$ cat src/rtl/rtb_pkg.sv
// Shared definitions for the return-target-buffer memory: default geometry
// and the clear-sweep FSM state encoding.
package rtb_pkg;

    localparam int RTB_AW = 5;
    localparam int RTB_DW = 12;

    typedef enum logic {
        ST_IDLE  = 1'b0,
        ST_CLEAR = 1'b1
    } rtb_state_e;

endpackage

$ cat src/rtl/rtb_clr_fsm.sv
// Clear-sweep sequencer: walks every entry once after reset or flush and
// reports busy for the duration of the walk.
module rtb_clr_fsm
    import rtb_pkg::*;
#(
    parameter int AW = RTB_AW
) (
    input  logic          clk,
    input  logic          rst,
    input  logic          flush,
    output logic          busy,
    output logic          clr_we,
    output logic [AW-1:0] clr_addr
);

    localparam logic [AW-1:0] PTR_LAST = {AW{1'b1}};
    localparam logic [AW-1:0] PTR_ONE  = {{(AW-1){1'b0}}, 1'b1};

    rtb_state_e    state_r;
    logic [AW-1:0] ptr_r;

    // State, sweep pointer and busy flag; busy mirrors the CLEAR state.
    always_ff @(posedge clk) begin
        if (rst) begin
            state_r <= ST_CLEAR;
            ptr_r   <= {AW{1'b0}};
            busy    <= 1'b1;
        end else begin
            case (state_r)
                ST_IDLE: begin
                    if (flush) begin
                        state_r <= ST_CLEAR;
                        ptr_r   <= {AW{1'b0}};
                        busy    <= 1'b1;
                    end
                end
                ST_CLEAR: begin
                    if (flush) begin
                        ptr_r <= {AW{1'b0}};
                    end else if (ptr_r == PTR_LAST) begin
                        state_r <= ST_IDLE;
                        busy    <= 1'b0;
                        ptr_r   <= ptr_r + PTR_ONE;
                    end else begin
                        ptr_r <= ptr_r + PTR_ONE;
                    end
                end
                default: begin
                    state_r <= ST_CLEAR;
                    ptr_r   <= {AW{1'b0}};
                    busy    <= 1'b1;
                end
            endcase
        end
    end

    assign clr_we   = (state_r == ST_CLEAR);
    assign clr_addr = ptr_r;

endmodule

$ cat src/rtl/rtb_mem_p.sv
// Parametrised return-target-buffer two-port memory with per-entry valid bit,
// registered read port, optional read-during-write bypass and clear sweep.
module rtb_mem_p
    import rtb_pkg::*;
#(
    parameter int AW     = RTB_AW,
    parameter int DW     = RTB_DW,
    parameter int BYPASS = 1
) (
    input  logic          clk,
    input  logic          rst,
    input  logic          flush,
    input  logic          cs,
    input  logic          web,
    input  logic [AW-1:0] wa,
    input  logic [DW-1:0] wd,
    input  logic [AW-1:0] ra,
    input  logic          scan_test,
    output logic [DW-1:0] rd,
    output logic          rd_vld,
    output logic          busy
);

    localparam int DEPTH = 2 ** AW;

    logic [DW-1:0]    mem_r [DEPTH];
    logic [DEPTH-1:0] valid_r;
    logic [DW-1:0]    rd_r;
    logic             clr_we_s;
    logic [AW-1:0]    clr_addr_s;
    logic             wr_en_s;
    logic             collide_s;

    rtb_clr_fsm #(
        .AW(AW)
    ) u_clr_fsm (
        .clk      (clk),
        .rst      (rst),
        .flush    (flush),
        .busy     (busy),
        .clr_we   (clr_we_s),
        .clr_addr (clr_addr_s)
    );

    // Host write qualification and same-address bypass detection.
    always_comb begin
        wr_en_s   = 1'b0;
        collide_s = 1'b0;
        if (cs && !web && !clr_we_s && !rst) begin
            wr_en_s = 1'b1;
        end else begin
            wr_en_s = 1'b0;
        end
        if (wr_en_s && (ra == wa) && (BYPASS != 0)) begin
            collide_s = 1'b1;
        end else begin
            collide_s = 1'b0;
        end
    end

    // Array and valid-bit update: the sweep owns the array while it runs.
    always_ff @(posedge clk) begin
        if (clr_we_s) begin
            mem_r[clr_addr_s]   <= {DW{1'b0}};
            valid_r[clr_addr_s] <= 1'b0;
        end else if (wr_en_s) begin
            mem_r[wa]   <= wd;
            valid_r[wa] <= 1'b1;
        end
    end

    // Read port register; a read during the sweep only drops the valid bit.
    always_ff @(posedge clk) begin
        if (rst) begin
            rd_r   <= {DW{1'b0}};
            rd_vld <= 1'b0;
        end else if (cs) begin
            if (clr_we_s) begin
                rd_vld <= 1'b0;
            end else if (collide_s) begin
                rd_r   <= wd;
                rd_vld <= 1'b1;
            end else begin
                rd_r   <= mem_r[ra];
                rd_vld <= valid_r[ra];
            end
        end
    end

    // DFT output-enable gating leaves the read register itself untouched.
    assign rd = scan_test ? {DW{1'b0}} : rd_r;

endmodule

$ cat config.mk
export PLATFORM = sky130hd
export DESIGN_NAME = rtb_mem_p
export DESIGN_NICKNAME = d
export VERILOG_FILES = /design/src/rtl/rtb_pkg.sv /design/src/rtl/rtb_clr_fsm.sv /design/src/rtl/rtb_mem_p.sv
export SDC_FILE = /design/constraint.sdc
export NUM_CORES = 1
export LEC_CHECK = 0
export ABC_AREA = 1
export BUFFER_PORTS_ARGS = -buffer_cell sky130_fd_sc_hd__buf_2
export CORE_AREA = 2 2 212 214
export DETAILED_ROUTE_END_ITERATION = 10
export DIE_AREA = 0 0 214 216
export PLACE_DENSITY = 0.73
export SLEW_MARGIN = 30
export SYNTH_ARGS = -nofsm -noshare
export SYNTH_HDL_FRONTEND = slang
export SYNTH_SLANG_ARGS = --single-unit
export TNS_END_PERCENT = 30
$ cat constraint.sdc
create_clock -name clk -period 2.4 [get_ports clk]
set_input_delay 0 -clock clk [delete_from_list [all_inputs] [get_ports clk]]
set_output_delay 0 -clock clk [all_outputs]
set_load 0.1 [all_outputs]
==> results.yml, run 1 <==
outcome:
  status: "finished clean"
pwr:
  power.density_nw_per_um2: 737.2
  internal_power_mw: 13.14
  combPwrFrac_pct: 5.8
  switching_power_mw: 3.543
  ir_drop_mv: 0.4568
  clockPowerShare_pct: 44.6
  power_mw: 16.68
  seqPwrFrac_pct: 49.6
  swShare_pct: 21.24
  p_leak_nw: 9.143
finish:
  fin_area_um2: 22630
  final_cell_mix: "nand2_1 (659), edfxtp_1 (416), nand3_1 (281), inv_1 (181), nor2_1 (123)"
  antenna_cells: 0
  area.sequential_um2: 12890
  drive_gt1_share_pct: 9.512
  synthToLayoutAreaGrowth_pct: 15.28
  final_nets: 2093
  multiInputGateArea_um2: 5502
  layout_commonest_cell: "nand2_1"
  fillers: 3730
drt:
  drt-initial-drc-count: 2218
  m1WireLength_um: 19500
  ant_nets: 0
  wl_met3_um: 6164
  wl_met2_um: 25600
  firstDrtPassIters: 7
  top_layer_used: "met4"
  drc_errors: 0
  avgRoutedWirePerCell_um: 19.99
  routed_wl_um: 53650
  via_per_inst: 5.585
  num_vias: 14990
grt:
  antenna_found_initial: 1
  grt_pass1_wl_um: 81820
  track_usage_pct: 22.93
  gr-total-overflow: 0
  grt_pass1_vias: 14480
  grt_max_degree: 127
yosys:
  yosysSeqAreaShare_pct: 65.68
  ys_seq_elements: 436
  synth-xor-area-share_pct: 0.04462
  synth_area_per_cell_um2: 9.850
  synthCells: 1993
  synth_cell_types: 29
  synth_compound_area_share_pct: 3.920
  synthesis.nets: 2026
  synth_mux_area_share_pct: 0
  synth_area_um2: 19630
  yosys_warnings: 0
  synth-simple-area-share_pct: 23.69
  synthAdderAreaFrac_pct: 0.3187
  synth_top_family_by_area: "simple AND/OR/NAND/NOR gates"
clock_tree:
  htree_levels: 2
  postCtsSetupRepairBufs: 0
  clock-sinks: 436
  path_clk_slew_ps: 60
  cts.path.max_buffers: 3
  tritoncts: "yes"
  clk_latency_ps: 550
  cts-buffers-inserted: 44
  cts_root_buf: "clkbuf_16"
sta:
  drv_slew: 0
  min_period_over_period_pct: 94.41
  fin_crit_ps: 2266
  tightest_slew_ps: 761.2
  slew_headroom_pct: 49.25
  final.setup.tns_ps: 0
  setup_viol: 0
  setup_slack_ps: 134.1
  rsz0062_at_grt: "no"
  finClkSkew_ps: 19.42
  fmax_mhz: 441.3
  finalHoldViolations: 0
worst_setup_path:
  crit_type: "flip-flop to flip-flop"
  cp.required_ps: 2650
  crit_path_end_kind: "flip-flop"
  worstPathArrival_ps: 2510
  reg2reg_depth: 7
  start_kind: "flip-flop"
  path_max_fanout: 23
die:
  fp.dieArea_um2: 46220
  rows: 77
  die-height_um: 216
  die_width_um: 214
  core_um2: 43840
  start_util_pct: 44.78
  ios: 42
hold_path:
  hold-path-cell-count: 6
  hold_class: "input port to flip-flop"
place:
  gp_congestion: 0.8899
  post-place-ws_ps: 177.4
  dp_hpwl_um: 32170
  io_buffers: 41
  placed_area_um2: 20870
run:
  maxCapViolCount: 0
==> state kept, by name, summed over array words and instances (netlist names) <==
signal,count
u_clr_fsm.clr_we,1
rd_r,12
u_clr_fsm.clr_addr,5
u_clr_fsm.busy,1
valid_r,32
mem_r,384
rd_vld,1
==> cell families (layout without fill, tap and decap cells) <==
family | Yosys count | after routing
AO/OA/AOI/OAI | 144 | 144
XOR/XNOR | 1 | 1
adder cells (fa/ha/maj) | 5 | 5
buffers and inverters | 299 | 398
flip-flops | 436 | 436
AND/OR/NAND/NOR | 1108 | 1108
==> final cells by class <==
type / instances / area share [%]
clock buffers: 53 / 5.247
multi-input cells: 1258 / 24.31
inverters: 188 / 3.152
clock inverters: 25 / 1.731
flip-flops and latches: 436 / 56.97
well taps: 592 / 3.273
repair buffers: 132 / 5.313
==> final timing paths <==
| path | startpoint | slack, ps | to |
|---|---|---|---|
| max reg2reg | u_clr_fsm.clr_we | 130 | mem_r[12][8] |
| min | wa[4] | 30 | rd_vld |
| max | u_clr_fsm.clr_we | 130 | mem_r[12][8] |
| min reg2reg | rd_r[3] | 470 | rd_r[3] |
==> what timing repair did <==
action / in CTS / in global routing
endpoints found under the setup margin: 0 / 12
hold buffers: 17 / 0
endpoints found under the hold margin: 21 / 0
gates resized for setup: 0 / 2
==> critical path: stages (launching register included) <==
cell and delay (ps):
dfxtp_1 330, nor2_4 120, buf_4 260, nand4_1 160, a21oi_1 230, nand2_1 380
nor2_1 240, buf_4 230
==> power by group through the flow <==
stage | Sequential (mW) | Clock [mW] | Combinational (mW)
after floorplan | 8.43 | 0 | 0.610
after global placement | 8.43 | 0 | 0.897
after detailed placement | 8.43 | 0 | 0.908
after CTS | 8.27 | 7.52 | 0.937
after global routing | 8.27 | 7.82 | 1.04
final | 8.27 | 7.45 | 0.964
==> metrics by stage <==
stage                     instances  util [%]  hold slack [ps]
after global routing           2684     51.62            64.58
after global placement         2589     47.61            266.6
after detailed placement       2589     47.61            266.2
after floorplan                1993         -            78.25
after CTS                      2684     51.60            3.486
final                          2684     51.62            27.86
==> layer usage <==
layer / up-vias / track usage, %
li1: 6813 / -
met1: 6998 / 29.11
met2: 982 / 38.65
met3: 197 / 4.087
met4: 0 / 10.00
met5: - / 0
==> cells in the mapped netlist (all sizes together) <==
master | n | share of area [%]
buf | 81 | 2.2
ha | 5 | 0.32
xnor2 | 1 | 0.045
a31oi | 15 | 0.48
nor4 | 4 | 0.13
clkbuf | 30 | 0.57
a21oi | 30 | 0.76
o211ai | 12 | 0.46
clkinv | 1 | 0.019
edfxtp | 416 | 64
nand2 | 662 | 13
inv | 187 | 3.6
dfxtp | 20 | 2.0
o21ai | 87 | 2.2
nor3 | 7 | 0.18
nand3 | 285 | 7.3
nand4 | 23 | 0.76
nor2 | 127 | 2.6
(Power assumes the default switching activity.)
==> run 2: changes to the inputs <==
--- a/config.mk
+++ b/config.mk
@@ -7,10 +7,11 @@
 export LEC_CHECK = 0
 export ABC_AREA = 1
 export BUFFER_PORTS_ARGS = -buffer_cell sky130_fd_sc_hd__buf_2
-export CORE_AREA = 2 2 212 214
+export CORE_AREA = 2 2 231 233
 export DETAILED_ROUTE_END_ITERATION = 10
-export DIE_AREA = 0 0 214 216
-export PLACE_DENSITY = 0.73
+export DIE_AREA = 0 0 233 235
+export HOLD_SLACK_MARGIN = 0.03
+export PLACE_DENSITY = 0.65
 export SLEW_MARGIN = 30
 export SYNTH_ARGS = -nofsm -noshare
 export SYNTH_HDL_FRONTEND = slang
==> run 2 against run 1 <==
Design area fell by 0.30%; power fell by 5.5%; wire length grew 1.8%; via count fell by 1.7%; setup slack better by 160 ps; clock skew about the same; non-clock buffer count increased by 8; critical path type unchanged; highest routed layer unchanged.
==> results.yml, run 2 (synthesis results as in run 1) <==
worst_setup_path:
  reg2reg_from: "u_clr_fsm.clr_we"
  path_max_fanout: 12
  crit_path_end_kind: "flip-flop"
  crit_type: "flip-flop to flip-flop"
  cp_top_family: "simple AND/OR/NAND/NOR gates"
  cpPeakStageDelay_ps: 330
  cpMaxStageDelayCell: "dfxtp_1"
  worstReg2RegEnd: "mem_r[19][1]"
  reg2reg_depth: 8
  crit_buf_inv: 2
  path_common_cell: "nand2_1"
  start_kind: "flip-flop"
  worstPathArrival_ps: 2380
  crit_chain: "nor2_4 > nand3_2 > nand2_1 > nand2_1 > inv_1 > nand3_1 > nor2_1 > buf_4"
  cp.required_ps: 2680
  r2r_slack_ps: 290
drt:
  drc_errors: 0
  routed_wl_um: 54640
  drt-initial-drc-count: 1805
  via_per_inst: 5.288
  avgRoutedWirePerCell_um: 19.60
  num_vias: 14740
  firstDrtPassIters: 6
  ant_nets: 0
sta:
  fin_crit_ps: 2107
  rsz0062_at_grt: "no"
  final.setup.tns_ps: 0
  finClkSkew_ps: 19.80
  slew_headroom_pct: 51.44
  drv_slew: 0
  min_period_over_period_pct: 87.78
  setup_viol: 0
  tightest_slew_ps: 728.4
  fmax_mhz: 474.7
  finalHoldViolations: 0
clock_tree:
  cts-buffers-inserted: 46
  cts_root_buf: "clkbuf_16"
  cts_resized: 0
  tritoncts: "yes"
  clk_latency_ps: 590
  cts.path.max_buffers: 3
  path_clk_slew_ps: 70
  htree_levels: 2
  clock-sinks: 436
pwr:
  power_mw: 15.76
  ir_drop_mv: 0.4705
  clockPowerShare_pct: 41.3
  p_leak_nw: 9.060
  combPwrFrac_pct: 6.2
  switching_power_mw: 3.599
  swShare_pct: 22.83
  internal_power_mw: 12.16
  seqPwrFrac_pct: 52.5
  power.density_nw_per_um2: 698.7
grt:
  grt_pass1_vias: 14420
  grt_max_degree: 87
  gr-total-overflow: 0
  grt_pass1_wl_um: 83470
  antenna_found_initial: 0
  track_usage_pct: 19.98
hold_path:
  min_from: "wa[3]"
  hold_class: "input port to flip-flop"
  hold-path-cell-count: 4
  min_to: "valid_r[23]"
die:
  fp.dieArea_um2: 54760
  rows: 84
  die_width_um: 233
  die-height_um: 235
  ios: 42
  core_um2: 52240
  start_util_pct: 37.58
place:
  io_buffers: 41
  placed_area_um2: 21000
  dp_hpwl_um: 33230
  gp_congestion: 0.9390
finish:
  fin_util_pct: 43.19
  antenna_cells: 0
  top_regs: "mem_r (384), valid_r (32), rd_r (12)"
  layout_commonest_cell: "nand2_1"
  final_nets: 2103
  drive_gt1_share_pct: 9.190
  final_cell_mix: "nand2_1 (659), edfxtp_1 (416), nand3_1 (283), inv_1 (181), nor2_1 (123)"
  regMostFlops: "mem_r"
  largest_reg_flops: 384
  fin_area_um2: 22560
  synthToLayoutAreaGrowth_pct: 14.93
run:
  maxCapViolCount: 0
outcome:
  status: "finished clean"
-- run 2: layout make-up --
class                   instances  area (um2)
fillers                      4858       29670
flip-flops and latches        436       12890
multi-input cells            1258        5492
repair buffers                140        1262
clock buffers                  57        1192
well taps                     688       860.8
inverters                     188       713.2
clock inverters                21       147.6
-- run 2: power groups by stage --
stage	Sequential, mW	Clock, mW	Combinational [mW]
detailed placement	8.43	0	0.923
global route	8.27	6.90	1.06
floorplan	8.43	0	0.610
CTS	8.27	6.61	0.951
global placement	8.43	0	0.915
finish	8.27	6.51	0.977
-- run 2: stage by stage --
step / std cells / hold WS, ps / setup slack [ps]
global route: 2788 / 95.86 / 76.24
detailed placement: 2688 / 261.9 / 322.5
CTS: 2788 / 39.76 / 316.9
finish: 2788 / 81.93 / 293.4
floorplan: 1993 / 78.25 / 38.24
global placement: 2688 / 255.0 / 332.6
-- run 2: worst max-delay path by stage --
stage | startpoint | to | slack [ps] | cells after the start
after detailed placement | u_clr_fsm.clr_we | mem_r[8][6] | 320 | 10
after global placement | u_clr_fsm.clr_we | mem_r[8][6] | 330 | 10
after global routing | u_clr_fsm.clr_we | rd_r[11] | 80 | 10
final | u_clr_fsm.clr_we | mem_r[19][1] | 290 | 8
after CTS | u_clr_fsm.clr_we | mem_r[8][1] | 320 | 10
after floorplan | u_clr_fsm.clr_we | mem_r[12][0] | 40 | 8
-- run 2: repair_timing --
item	in CTS	in global routing
hold endpoints to repair	29	0
hold buffers	22	0
setup buffers	0	0
-- run 2: tightest hold or removal path, cell delays in order --
cell	delay [ps]
buf_2	200
nor3_1	150
nand3_1	90
a21oi_1	60
-- run 2: per-layer routing --
layer	vias to the layer above	GRT usage, %	share of wire, %
met5	-	0	0
met4	0	8.531	4.2
met3	162	3.786	9.2
met2	739	32.30	47
met1	7009	26.23	40
li1	6832	-	-
==> run 3: changes to the inputs <==
--- a/config.mk
+++ b/config.mk
@@ -6,10 +6,10 @@
 export NUM_CORES = 1
 export LEC_CHECK = 0
 export ABC_AREA = 1
-export BUFFER_PORTS_ARGS = -buffer_cell sky130_fd_sc_hd__buf_2
 export CORE_AREA = 2 2 231 233
 export DETAILED_ROUTE_END_ITERATION = 10
 export DIE_AREA = 0 0 233 235
+export DONT_BUFFER_PORTS = 1
 export HOLD_SLACK_MARGIN = 0.03
 export PLACE_DENSITY = 0.65
 export SLEW_MARGIN = 30
==> run 3 against run 2 <==
Sequential share of layout area shrank 0.63 points; via count grew 0.41%; non-clock buffer count shrank 15; flip-flop and latch count is the same; power grew 4.6%; critical path depth shrank 1; largest cell class unchanged; largest power group unchanged; highest routed layer unchanged.
==> results.yml, run 3 (synthesis results as in run 1) <==
pwr:
  clockPowerShare_pct: 44.8
  ir_drop_mv: 0.4606
  power_mw: 16.48
  internal_power_mw: 12.91
  switching_power_mw: 3.571
  seqPwrFrac_pct: 50.2
  power.density_nw_per_um2: 722.5
  p_leak_nw: 9.120
  swShare_pct: 21.67
  combPwrFrac_pct: 5.0
worst_setup_path:
  crit_path_end_kind: "flip-flop"
  start_kind: "input port"
  worstPathArrival_ps: 2750
  crit_type: "input port to flip-flop"
  path_max_fanout: 5
  cp.required_ps: 2810
die:
  die-height_um: 235
  rows: 84
  die_width_um: 233
  fp.dieArea_um2: 54760
  core_um2: 52240
  ios: 42
  start_util_pct: 37.58
sta:
  final.setup.tns_ps: 0
  finalHoldViolations: 0
  slew_headroom_pct: 46.93
  fin_crit_ps: 2335
  tightest_slew_ps: 796.0
  fmax_mhz: 428.3
  min_period_over_period_pct: 97.28
  rsz0062_at_grt: "no"
  setup_viol: 0
  drv_slew: 0
  finClkSkew_ps: 17.21
drt:
  ant_nets: 0
  routed_wl_um: 55280
  firstDrtPassIters: 6
  avgRoutedWirePerCell_um: 19.85
  drc_errors: 0
  drt-initial-drc-count: 1972
  num_vias: 14800
  via_per_inst: 5.315
place:
  io_buffers: 0
  gp_congestion: 0.8786
  dp_hpwl_um: 32910
finish:
  final_nets: 2089
  synthToLayoutAreaGrowth_pct: 16.21
  layout_commonest_cell: "nand2_1"
  top_regs: "mem_r (384), valid_r (32), rd_r (12)"
  largest_reg_flops: 384
  regMostFlops: "mem_r"
  fillers: 4842
  drive_gt1_share_pct: 9.117
  final_cell_mix: "nand2_1 (658), edfxtp_1 (416), nand3_1 (282), inv_1 (181), nor2_1 (110)"
clock_tree:
  path_clk_slew_ps: 60
  htree_levels: 2
  cts_root_buf: "clkbuf_16"
  clock-sinks: 436
  clk_latency_ps: 590
  tritoncts: "yes"
  cts-buffers-inserted: 47
  cts.path.max_buffers: 3
outcome:
  status: "finished clean"
grt:
  gr-total-overflow: 0
  grt_max_degree: 223
  antenna_found_initial: 0
  track_usage_pct: 20.17
  grt_pass1_wl_um: 84260
  grt_pass1_vias: 14200
run:
  maxCapViolCount: 0
hold_path:
  hold_class: "input port to flip-flop"
==> run 3: changes by cell type in the layout (fill, tap and decap cells not counted), moves of 2 or more <==
| cell | previous run | this run |
|---|---|---|
| buf_2 | 39 | 1 |
| buf_4 | 58 | 74 |
| nor2_1 | 123 | 110 |
| nor2_2 | 0 | 13 |
| dlygate4sd3_1 | 22 | 33 |
| buf_12 | 20 | 15 |
| bufinv_16 | 1 | 6 |
| clkbuf_1 | 11 | 8 |
| clkinv_1 | 9 | 12 |
| clkbuf_16 | 46 | 48 |
| clkbuf_8 | 0 | 2 |
| diode_2 | 0 | 2 |
| nand3_4 | 0 | 2 |
==> run 3: final timing paths <==
kind	start	endpoint	slack [ps]	depth (start not counted)
worst min-delay path	ra[3]	rd_r[4]	60	6
worst max register to register	u_clr_fsm.clr_we	mem_r[3][5]	190	8
worst max-delay path	wa[3]	valid_r[9]	70	7
worst min register to register	rd_r[0]	rd_r[0]	470	2
==> run 3: metrics by stage <==
stage / instances / utilization (%) / hold WS, ps / cell area (um2) / setup WS [ps]
after floorplan: 1993 / - / 78.25 / 19630 / 38.24
after global placement: 2657 / 39.88 / 75.98 / 20830 / 86.71
after detailed placement: 2657 / 39.88 / 76.98 / 20830 / -27.62
after CTS: 2780 / 43.57 / 31.96 / 22760 / 29.25
after global routing: 2783 / 43.66 / 54.39 / 22810 / 71.61
final: 2785 / 43.67 / 58.96 / 22810 / 65.28
==> run 3: worst max-delay path, cell delays in order <==
cell	delay, ps
dlygate4sd3_1	700
inv_1	190
nor3_1	320
dlygate4sd3_1	640
a31oi_1	100
dlygate4sd3_1	590
o21ai_0	190
==> run 3: timing repair <==
item	CTS	global route
endpoints found under the setup margin	11	126
pin swaps	0	1
hold buffers	35	0
setup buffers	0	3
hold endpoints to repair	436	0
resized for setup	1	7
==> run 3: per-layer routing <==
metal  share of wire (%)  GRT usage (%)  wire, um
met5                   0              0         0
met4                 3.9          7.952      2153
met3                 9.4          4.357      5186
met2                  47          32.58     25940
met1                  40          26.43     22000
==> run 3: power by group through the flow <==
stage	registers, mW	clock network [mW]	logic, mW
after global placement	8.43	0	0.726
after floorplan	8.43	0	0.610
after global routing	8.27	7.81	0.909
after detailed placement	8.43	0	0.731
after CTS	8.27	7.49	0.808
final	8.27	7.38	0.831
==> run 3: cell type report <==
cell class | count | area, um2 | share of cell area [%]
antenna | 2 | 5.005 | 0.02194
clock buffer | 58 | 1259 | 5.518
clock inverter | 30 | 316.6 | 1.388
inverter | 188 | 713.2 | 3.126
multi-input combinational | 1258 | 5547 | 24.31
sequential | 436 | 12890 | 56.52
tap | 688 | 860.8 | 3.774
timing repair buffer | 125 | 1219 | 5.342
